[config.mk]
export PLATFORM = sky130hd
export DESIGN_NAME = cordic_rotator
export DESIGN_NICKNAME = d
export VERILOG_FILES = /design/src/rtl/cordic_rotator.sv
export SDC_FILE = /design/constraint.sdc
export NUM_CORES = 1
export LEC_CHECK = 0
export ABC_AREA = 1
export BUFFER_PORTS_ARGS = -buffer_cell sky130_fd_sc_hd__buf_2
export CORE_MARGIN = 2
export CORE_UTILIZATION = 60
export CTS_CLUSTER_DIAMETER = 120
export DETAILED_ROUTE_END_ITERATION = 6
export GPL_TIMING_DRIVEN = 0
export PLACE_DENSITY = 0.81
export SLEW_MARGIN = 10
export SYNTH_ARGS = -nofsm -noshare
export SYNTH_HDL_FRONTEND = slang
export SYNTH_SLANG_ARGS = --single-unit
[constraint.sdc]
create_clock -name clk -period 4.3 [get_ports clk]
set_clock_uncertainty 0.05 [all_clocks]
set_input_delay 0.43 -clock clk [delete_from_list [all_inputs] [get_ports clk]]
set_output_delay 0.43 -clock clk [all_outputs]
set_load 0.05 [all_outputs]
[src/rtl/cordic_rotator.sv]
// Iterative rotation-mode CORDIC: one micro-rotation per clock, driving an external arctan LUT.
// Optional macro CORDIC_QUADRANT_EN pre-rotates angles beyond +/-pi/2 so the full Q2.16 span converges.
module cordic_rotator #(
    parameter int                 ITERATIONS = 16,
    parameter logic signed [17:0] K_INIT     = 18'sd39797
) (
    input  logic               clk,
    input  logic               reset_n,
    input  logic               in_valid,
    output logic               in_ready,
    input  logic signed [17:0] angle_in,
    output logic [4:0]         lut_index,
    input  logic signed [17:0] lut_angle,
    output logic               out_valid,
    input  logic               out_ready,
    output logic signed [17:0] cos_out,
    output logic signed [17:0] sin_out,
    output logic               busy,
    output logic [1:0]         state_dbg
);

    // Handshake: a transfer happens on a rising edge where valid and ready are both high;
    // out_valid/cos_out/sin_out stay stable until that edge, and in_ready is high only in IDLE.

    typedef enum logic [1:0] {
        IDLE   = 2'd0,
        ROTATE = 2'd1,
        DONE   = 2'd2
    } state_t;

    localparam logic signed [17:0] HALF_PI = 18'sd102944;

    state_t             state, state_next;
    logic signed [17:0] x, y, z;
    logic [4:0]         iter;
    logic signed [17:0] x_sh, y_sh, x_next, y_next, z_next;
    logic signed [17:0] x_load, y_load, z_load;
    logic               last_iter;
    logic               accept;

    assign accept    = in_valid && in_ready;
    assign last_iter = (iter == 5'(ITERATIONS - 1));

    // iter doubles as the LUT index; it is frozen on the final rotation so the index holds afterwards.
    assign lut_index = iter;

    assign x_sh = x >>> iter;
    assign y_sh = y >>> iter;

    always_comb begin
        x_next = x - y_sh;
        y_next = y + x_sh;
        z_next = z - lut_angle;
        if (z[17]) begin
            x_next = x + y_sh;
            y_next = y - x_sh;
            z_next = z + lut_angle;
        end
    end

    always_comb begin
        x_load = K_INIT;
        y_load = '0;
        z_load = angle_in;
`ifdef CORDIC_QUADRANT_EN
        if (angle_in > HALF_PI) begin
            x_load = '0;
            y_load = K_INIT;
            z_load = angle_in - HALF_PI;
        end else if (angle_in < -HALF_PI) begin
            x_load = '0;
            y_load = -K_INIT;
            z_load = angle_in + HALF_PI;
        end
`endif
    end

    always_ff @(posedge clk or negedge reset_n) begin
        if (!reset_n) begin
            state <= IDLE;
        end else begin
            state <= state_next;
        end
    end

    always_comb begin
        state_next = state;
        case (state)
            IDLE:    if (accept) state_next = ROTATE;
            ROTATE:  if (last_iter) state_next = DONE;
            DONE:    if (out_ready) state_next = IDLE;
            default: state_next = IDLE;
        endcase
    end

    always_comb begin
        in_ready  = (state == IDLE);
        busy      = (state != IDLE);
        state_dbg = state;
    end

    always_ff @(posedge clk or negedge reset_n) begin
        if (!reset_n) begin
            x         <= '0;
            y         <= '0;
            z         <= '0;
            iter      <= '0;
            cos_out   <= '0;
            sin_out   <= '0;
            out_valid <= 1'b0;
        end else begin
            case (state)
                IDLE: begin
                    if (accept) begin
                        x    <= x_load;
                        y    <= y_load;
                        z    <= z_load;
                        iter <= '0;
                    end
                end
                ROTATE: begin
                    x <= x_next;
                    y <= y_next;
                    z <= z_next;
                    if (last_iter) begin
                        cos_out   <= x_next;
                        sin_out   <= y_next;
                        out_valid <= 1'b1;
                    end else begin
                        iter <= iter + 5'd1;
                    end
                end
                DONE: begin
                    if (out_ready) out_valid <= 1'b0;
                end
                default: ;
            endcase
        end
    end

endmodule

# Word-level counts from Yosys, hierarchy flattened
# Index checks and enable logic that the tools add are counted.
[op_classes]
shifts = 2
n_addsub = 7
n_reduce_logical = 10
mux = 19
eq_ne = 7
[ops]
columns = ["cell", "count"]
rows = [
  ["two-way mux 18 bit", 6],
  ["one-hot mux 18 bit (2 select lines)", 3],
  ["adder 18 bit", 3],
  ["subtractor 18 bit", 3],
  [">>> shifter 18 x 5 -> 18 bit", 2],
  ["two-way mux 5 bit", 2],
  ["one-hot mux 5 bit (2 select lines)", 1],
  ["AND reduction 3 bit", 3],
  ["two-way mux 2 bit", 3],
  ["inequality test 2 bit (second input constant)", 3],
  ["one-hot mux 2 bit (3 select lines)", 1],
  ["nonzero test 2 bit", 3],
  ["adder 5 x 1 -> 5 bit (second input constant)", 1],
  ["== test 5 x 4 -> 1 bit (second input constant)", 1],
  ["AND reduction 2 bit", 2],
  ["== test 2 x 1 -> 1 bit (second input constant)", 1],
  ["== test 2 bit (second input constant)", 1],
  ["logical NOT 2 bit", 1],
  ["two-way mux 1 bit", 2],
  ["inequality test 2 x 1 -> 1 bit (second input constant)", 1],
  ["one-hot mux 1 bit (2 select lines)", 1],
  ["logical AND 1 bit", 1],
]
[totals]
ff_bits = 98
input_bits = 40
output_inout_bits = 46

# Longest topological paths before layout
# Gate-level depths: netlist of run 1.
[logic_depth]
depth_word = 4
ltp_mapped = 32
mapped_depth_nobuf = 31

# Least setup slack after synthesis of run 1
# Ideal clock, no wire load.
[synth_timing]
path_type = "register -> register"
from = "reg iter[1], in the netlist lut_index[1]"
to = "reg y[12]"
path_buffers = 2
arrival_ns = 3.910
setup_ns = 0.133
period_less_slack_ns = 4.093
setup_slack_ns = 0.207
stages_incl_launch_ff = 26
required_ns = 4.117
path_cell_list = "dfrtp_1 -> buf_4 -> buf_2 -> nand2_1 -> nand2_1 -> nand2_1 -> nand2_1 -> nand2_1 -> nand2_1 -> nand3_1 -> ha_1 -> or2_2 -> o21ai_0 -> inv_1 -> fa_1 -> o21ai_0 -> a21oi_1 -> o21bai_1 -> nand2_1 -> nand2_1 -> nand2_1 -> nand2_1 -> nand2_1 -> nand2_1 -> xnor2_1 -> o21ai_0"
[synth_between]
elab_chain_len = 4
elab_cells_between_ends = 5
classes_between = "2 x add/sub; 1 x shift; 2 x mux"
[synth_rtl]
columns = ["element", "line", "source"]
rows = [
  ["from (decl)", "35", "logic [4:0] iter;"],
  ["from (signal assigned)", "130", "iter <= iter + 5'd1;"],
  [">>> shifter 18 x 5 -> 18 bit (*)", "47", "assign x_sh = x >>> iter;"],
  ["adder 18 bit / subtractor 18 bit (equally long branches)", "52, 56", ""],
  ["two-way mux 18 bit (*)", "54", "if (z[17]) begin"],
  ["one-hot mux 18 bit (2 select lines) (*)", "112", "case (state)"],
  ["to (signal assigned)", "116", "y <= y_load;"],
  ["to (signal assigned)", "123", "y <= y_next;"],
  ["to (decl)", "34", "logic signed [17:0] x, y, z;"],
]
# Every way passes the cells marked *; elsewhere a longest branch is shown, timed or not.
# A chain may end at the register's enable or synchronous reset.

# Worst setup path after layout of run 1
[layout_timing]
from = "reg iter[0], in the netlist lut_index[0]"
to = "reg x[15]"
[layout_between]
elab_chain_len = 4
elab_cells_between_ends = 5
classes_between = "2 x add/sub; 1 x shift; 2 x mux"
[layout_rtl]
columns = ["element", "line", "source"]
rows = [
  [">>> shifter 18 x 5 -> 18 bit (*)", "48", "assign y_sh = y >>> iter;"],
  ["subtractor 18 bit / adder 18 bit (equally long branches)", "51, 55", ""],
  ["two-way mux 18 bit (*)", "54", ""],
  ["one-hot mux 18 bit (2 select lines) (*)", "112", ""],
  ["to (signal assigned)", "115", "x <= x_load;"],
  ["to (signal assigned)", "122", "x <= x_next;"],
  ["to (decl)", "34", ""],
]
# Marked as above.

==> run summary, run 1 <==
fin crit share: 0.964
worst reg2reg path depth: 27
CTS tree: done
Yosys warnings: 0
Synth Area in Simple Gates: 0.349
Seq/Total Area, Yosys: 0.274
Post-Syn Instances: 1,338
IO buf count: 85
crit end category: flop
# DRC: 0
Yosys reg bits: 98
routed vias/inst: 6.13
Syn Nets: 1,437
most common cell in the netlist: nand2_1
crit path DAT: 4340 ps
FILL cells: 1,282
Wirelength per Cell: 18.9 um
site row count: 44
Fin Hold WS: 77.2 ps
reg2reg start: lut_index[0]$_DFFE_PN0P_
portion of netlist area occupied by mux cells: 0
gr usage total: 0.380
post-synth top area cell: dfrtp_1
Worst-path clk slew: 80 ps
Clock Path Buffers: 2
WP data required: 4500 ps
CP Launch Type: flop
Worst Tran Pin Value: 817 ps
cell area after synthesis: 8960 um^2
Synth Area in XOR/XNOR: 0.0812
nets: 1,545
Setup crit end: x[15]$_DFFE_PN0P_
EDFF count, synth: 0
# diodes: 0
Multi-input gate area: 6090 um^2
ys flop type: dfrtp_1
largest net degree at the start of global routing: 61
Syn Area/Cell: 6.69 um^2
core area: 14,500 um^2
Hold WC Path Type: primary input to async pin
FF/Latch Area: 2450 um^2
min Tclk post-route: 4140 ps
Detailed Routing Iterations Pass 1: 6
fmax: 0.241 GHz
Synth cell types: 48
share of the synthesized area in the top cell type: 0.274
antenna violation net count after detailed routing: 0
RePlAce Congestion: 1.02
worst reg2reg path endpoint: x[15]$_DFFE_PN0P_
die width: 126 um
CTS root buffer: clkbuf_16
Initial Util: 0.616
most area-consuming cells after synthesis: dfrtp_1, nand2_1, nand3_1
via count: 10,000
largest family of logic cells by synthesized area: simple AND/OR/NAND/NOR gates
Final Hold Fails: 0
Layout area overhead: 14.5%
DIE HEIGHT: 126 um
status: finished, final reports clean
CTS HTree Levels: 3
Initial DRC Count: 1,261
initial antenna violation count: 0
first-pass GRT wire length: 47,800 um
final WL: 31,000 um
# setup viols final: 0
critical path startpoint: lut_index[0]$_DFFE_PN0P_
Worst R2R Setup Slack: 160 ps
CTS sink count: 98
top cells by count, synth: nand2_1, nand3_1, o21ai_0, dfrtp_1, inv_1
ys async rst share: 1.00
vias in the first global route: 9,113
critical path class: flop to flop
Ports: 86
Max-Cap Viols: 0
Final HPWL DP: 23,800 um
share of layout cells above drive strength 1: 0.155
CTS buffer count: 9
Slew HR: 0.456
gr ovfl total: 0
Total Die Area: 15,900 um^2
Compound-Gate Fraction of Synth Area: 0.142
critical-path maximum fanout: 10
post-synthesis adder-cell area fraction: 0.0849
final slew viol count: 0
clock latency on the worst-skew pair: 360 ps
-- worst min-delay path by stage --
stage	depth (start not counted)	slack, ps	end	from
final	1	80	sin_out[13]$_DFFE_PN0P_	reset_n
after global routing	1	150	sin_out[12]$_DFFE_PN0P_	reset_n
after CTS	1	110	sin_out[13]$_DFFE_PN0P_	reset_n
after detailed placement	2	410	out_valid$_DFFE_PN0P_	out_valid$_DFFE_PN0P_
after global placement	2	400	out_valid$_DFFE_PN0P_	out_valid$_DFFE_PN0P_
after floorplan	0	80	cos_out[0]$_DFFE_PN0P_	reset_n
-- registers in the layout (all words and copies together) (netlist names) --
signal	flops
cos_out	18
sin_out	18
lut_index	5
out_valid	1
x	18
state_dbg	2
y	18
z	18
-- area by class of cell --
type                       count  area share
buffer                        53      0.0304
clock inverter                 6     0.00561
multi-input combinational   1096       0.594
timing repair buffer          98      0.0525
inverter                      90      0.0337
sequential                    98       0.239
tap                          184      0.0224
clock buffer                  10      0.0223
-- layout by cell type, fill, tap and decap left out, types with 3 or more instances in the layout --
cell type,netlist,layout
clkbuf_1,24,22
nor2_1,73,71
o211ai_1,11,11
ha_1,56,53
dfrtp_1,98,97
o31ai_1,9,8
or2_2,3,3
xnor2_1,42,42
o22ai_1,6,6
nor3_1,11,10
clkbuf_2,0,3
xor2_1,41,40
nand3_1,148,140
nand3_2,9,17
nand2_2,10,17
a31oi_1,3,3
ha_4,0,3
inv_2,6,6
buf_6,4,8
buf_4,6,16
inv_1,81,81
buf_2,16,96
a21oi_1,75,71
a21oi_2,1,5
nor2_4,7,9
inv_6,0,3
o21ai_2,1,4
a21o_1,3,3
nand2_1,443,436
nor2_2,4,4
nand4_1,8,8
clkbuf_4,0,3
o21ai_1,10,10
clkbuf_16,0,9
o21ai_0,99,95
-- critical path, cell delays in order (launching register included) --
cell and delay [ps]:
dfrtp_1 380, buf_6 160, inv_4 90, buf_6 160, nand2_4 60, nand3_1 90
nand3_1 100, nand2_2 80, nand2_1 70, nand2_1 80, nor2_4 190, ha_4 160
nand4_4 110, nor2_4 160, nand2_1 80, o21ai_1 150, xor2_1 280, inv_1 140
ha_4 320, nand2_1 110, nor4_1 190, nand2_1 90, nand4_1 120, buf_4 130
xor2_1 240, nand2_1 100, o21ai_0 90, inv_1 60
-- metal layers --
| layer | track usage | vias up | routed length [um] |
|---|---|---|---|
| li1 | - | 4680 | - |
| met1 | 0.519 | 4637 | 12400 |
| met2 | 0.613 | 602 | 14400 |
| met3 | 0.0556 | 107 | 2870 |
| met4 | 0.144 | 0 | 1250 |
| met5 | 0 | - | 0 |
-- logic make-up (layout without fill, tap and decap cells) --
group,Yosys count,count (layout)
adder cells (fa/ha/maj),59,59
AO/OA/AOI/OAI,230,230
AND/OR/NAND/NOR,724,724
flip-flops,98,98
XOR/XNOR,83,83
buffers and inverters,144,257
-- timing repair --
item,CTS,global route
pin swaps,2,24
gates resized for setup,10,57
hold buffers,0,0
setup endpoints to repair,20,31
setup buffers,1,11
-- through the flow --
| step | worst slack [ps] | util | cell area [um^2] | TNS, ps | std cells |
|---|---|---|---|---|---|
| floorplan | 207 | - | 8960 | 0 | 1338 |
| global placement | -98.8 | 0.661 | 9610 | -392 | 1607 |
| detailed placement | -271 | 0.663 | 9640 | -1350 | 1608 |
| CTS | 2.69 | 0.685 | 9950 | 0 | 1625 |
| global route | -57.5 | 0.706 | 10300 | -285 | 1635 |
| finish | 156 | 0.706 | 10300 | 0 | 1635 |
Power of run 1 is left out: the tool's default activity adds up to more than one toggle a clock period on the data nets, which glitch-free logic cannot reach.
==> run 2, diff against run 1 <==
Settings changed: CORE_ASPECT_RATIO set to 0.75.
==> run summary, run 2 (same netlist as run 1, synthesis figures left out) <==
initial antenna violation count: 0 (unchanged)
IO buf count: 85 (unchanged)
CTS tree: done
first-pass GRT wire length: 48,100 um (+0.64%)
CTS root buffer: clkbuf_16
crit end category: flop
RSZ-0062 raised after global routing: true
final WL: 32,200 um (+4.0%)
core area: 14,500 um^2 (+0.10%)
FF/Latch Area: 2450 um^2 (about the same)
site row count: 38 (-14%)
Worst-path clk slew: 80 ps (about the same)
fin crit share: 0.974 (+0.0104)
critical-path maximum fanout: 10 (unchanged)
fmax: 0.239 GHz (-1.1%)
# diodes: 0 (unchanged)
WP data required: 4510 ps (about the same)
Slew HR: 0.447 (-0.00835)
CTS buffer count: 9 (unchanged)
final slew viol count: 0 (unchanged)
DIE HEIGHT: 110 um (-13%)
cts hold-fix bufs: 0 (unchanged)
Place WS: -339 ps (-67.7 ps)
Multi-input gate area: 6230 um^2 (+2.2%)
min Tclk post-route: 4190 ps (+44.8 ps)
Max-Cap Viols: 0 (unchanged)
RePlAce Congestion: 1.02 (+0.11%)
Total Die Area: 15,900 um^2 (about the same)
CTS HTree Levels: 3 (unchanged)
Initial Util: 0.616 (-0.000636)
via count: 10,100 (+0.34%)
CP Launch Type: flop
routed vias/inst: 6.08 (-0.87%)
# setup viols final: 0 (unchanged)
setup ws final: 111 ps (-44.8 ps)
nets: 1,549 (+0.26%)
Final HPWL DP: 24,700 um (+3.5%)
Wirelength per Cell: 19.5 um (+2.7%)
clock latency on the worst-skew pair: 370 ps (about the same)
most common cell after layout, fill and taps aside: nand2_1
die width: 145 um (+15%)
Final Hold Fails: 0 (unchanged)
critical path class: flop to flop
final std cells w/o fill: 1,655 (+1.2%)
Fin Hold WS: 102 ps (+24.9 ps)
Detailed Routing Iterations Pass 1: 6 (unchanged)
# DRC: 0 (unchanged)
Clock Path Buffers: 2 (unchanged)
Layout area overhead: 16.6%
share of layout cells above drive strength 1: 0.174 (+0.0188)
antenna violation net count after detailed routing: 0 (unchanged)
FILL cells: 1,276 (-0.47%)
Worst Tran Pin Value: 829 ps (+12.5 ps)
status: finished, final reports clean
Initial DRC Count: 1,302 (+3.3%)
most frequent cells in the layout: nand2_1, nand3_1, buf_2, dfrtp_1, o21ai_0
largest net degree at the start of global routing: 63 (+3.3%)
gr ovfl total: 0 (unchanged)
CTS sink count: 98 (unchanged)
placed insts: 1,624 (+1.0%)
Hold WC Path Type: primary input to async pin
Ports: 86 (unchanged)
vias in the first global route: 8,743 (-4.1%)
crit path DAT: 4400 ps (+60 ps)
gr usage total: 0.395 (+0.0156)
==> run 2: final timing paths <==
check	from	to	slack, ps	cells past startpoint
worst min register to register	out_valid$_DFFE_PN0P_	out_valid$_DFFE_PN0P_	430	2
worst max register to register	lut_index[2]$_DFFE_PN0P_	sin_out[17]$_DFFE_PN0P_	110	23
worst max-delay path	lut_index[2]$_DFFE_PN0P_	sin_out[17]$_DFFE_PN0P_	110	23
min in group clk	out_ready	state_dbg[1]$_DFFE_PN0P_	210	2
worst min-delay path	reset_n	sin_out[4]$_DFFE_PN0P_	100	1
max in group asynchronous	reset_n	z[12]$_DFFE_PN0P_	3390	2
==> run 2: what timing repair did <==
item                                   in CTS  in global routing
resized for setup                          14                 83
pin swaps                                   1                 34
endpoints found under the hold margin       0                  0
setup buffers                               0                 16
setup endpoints to repair                  22                 31
==> run 2: stage by stage <==
stage,TNS (ps),cell area [um^2],util
6_report,0,10400,0.718
5_1_grt,-318,10400,0.718
4_1_cts,0,9990,0.687
3_5_place_dp,-3060,9660,0.664
3_3_place_gp,-2010,9630,0.662
2_1_floorplan,0,8960,-
==> run 2: cell type report <==
cell class                 instances  share of cell area
buffer                            53              0.0289
multi-input combinational       1096               0.596
tap                              200              0.0240
clock buffer                       9              0.0216
sequential                        98               0.235
clock inverter                     7             0.00778
inverter                          90              0.0328
timing repair buffer             102              0.0544
==> run 2: metal layers <==
layer / global-route usage / share of wire
met5: 0.0219 / 0.0014
met4: 0.107 / 0.020
met3: 0.129 / 0.15
met2: 0.515 / 0.38
met1: 0.609 / 0.45
==> run 2: worst max-delay path, cell delays in order (launching register included) <==
cell and delay, ps:
dfrtp_1 470, buf_2 280, buf_2 330, nand2_1 110, nand3_2 110, nand3_2 130, inv_1 90, ha_1 140
inv_1 50, nor3_2 140, nand2_1 130, nor2_2 160, buf_4 130, a21oi_1 80, xnor2_1 180, ha_1 370
nand2_2 100, nor2_4 160, nand2_2 110, or2_2 320, o311ai_2 90, nand3_1 170, nand3_2 120, nand2_1 60
Power of run 2 is left out for the same reason.
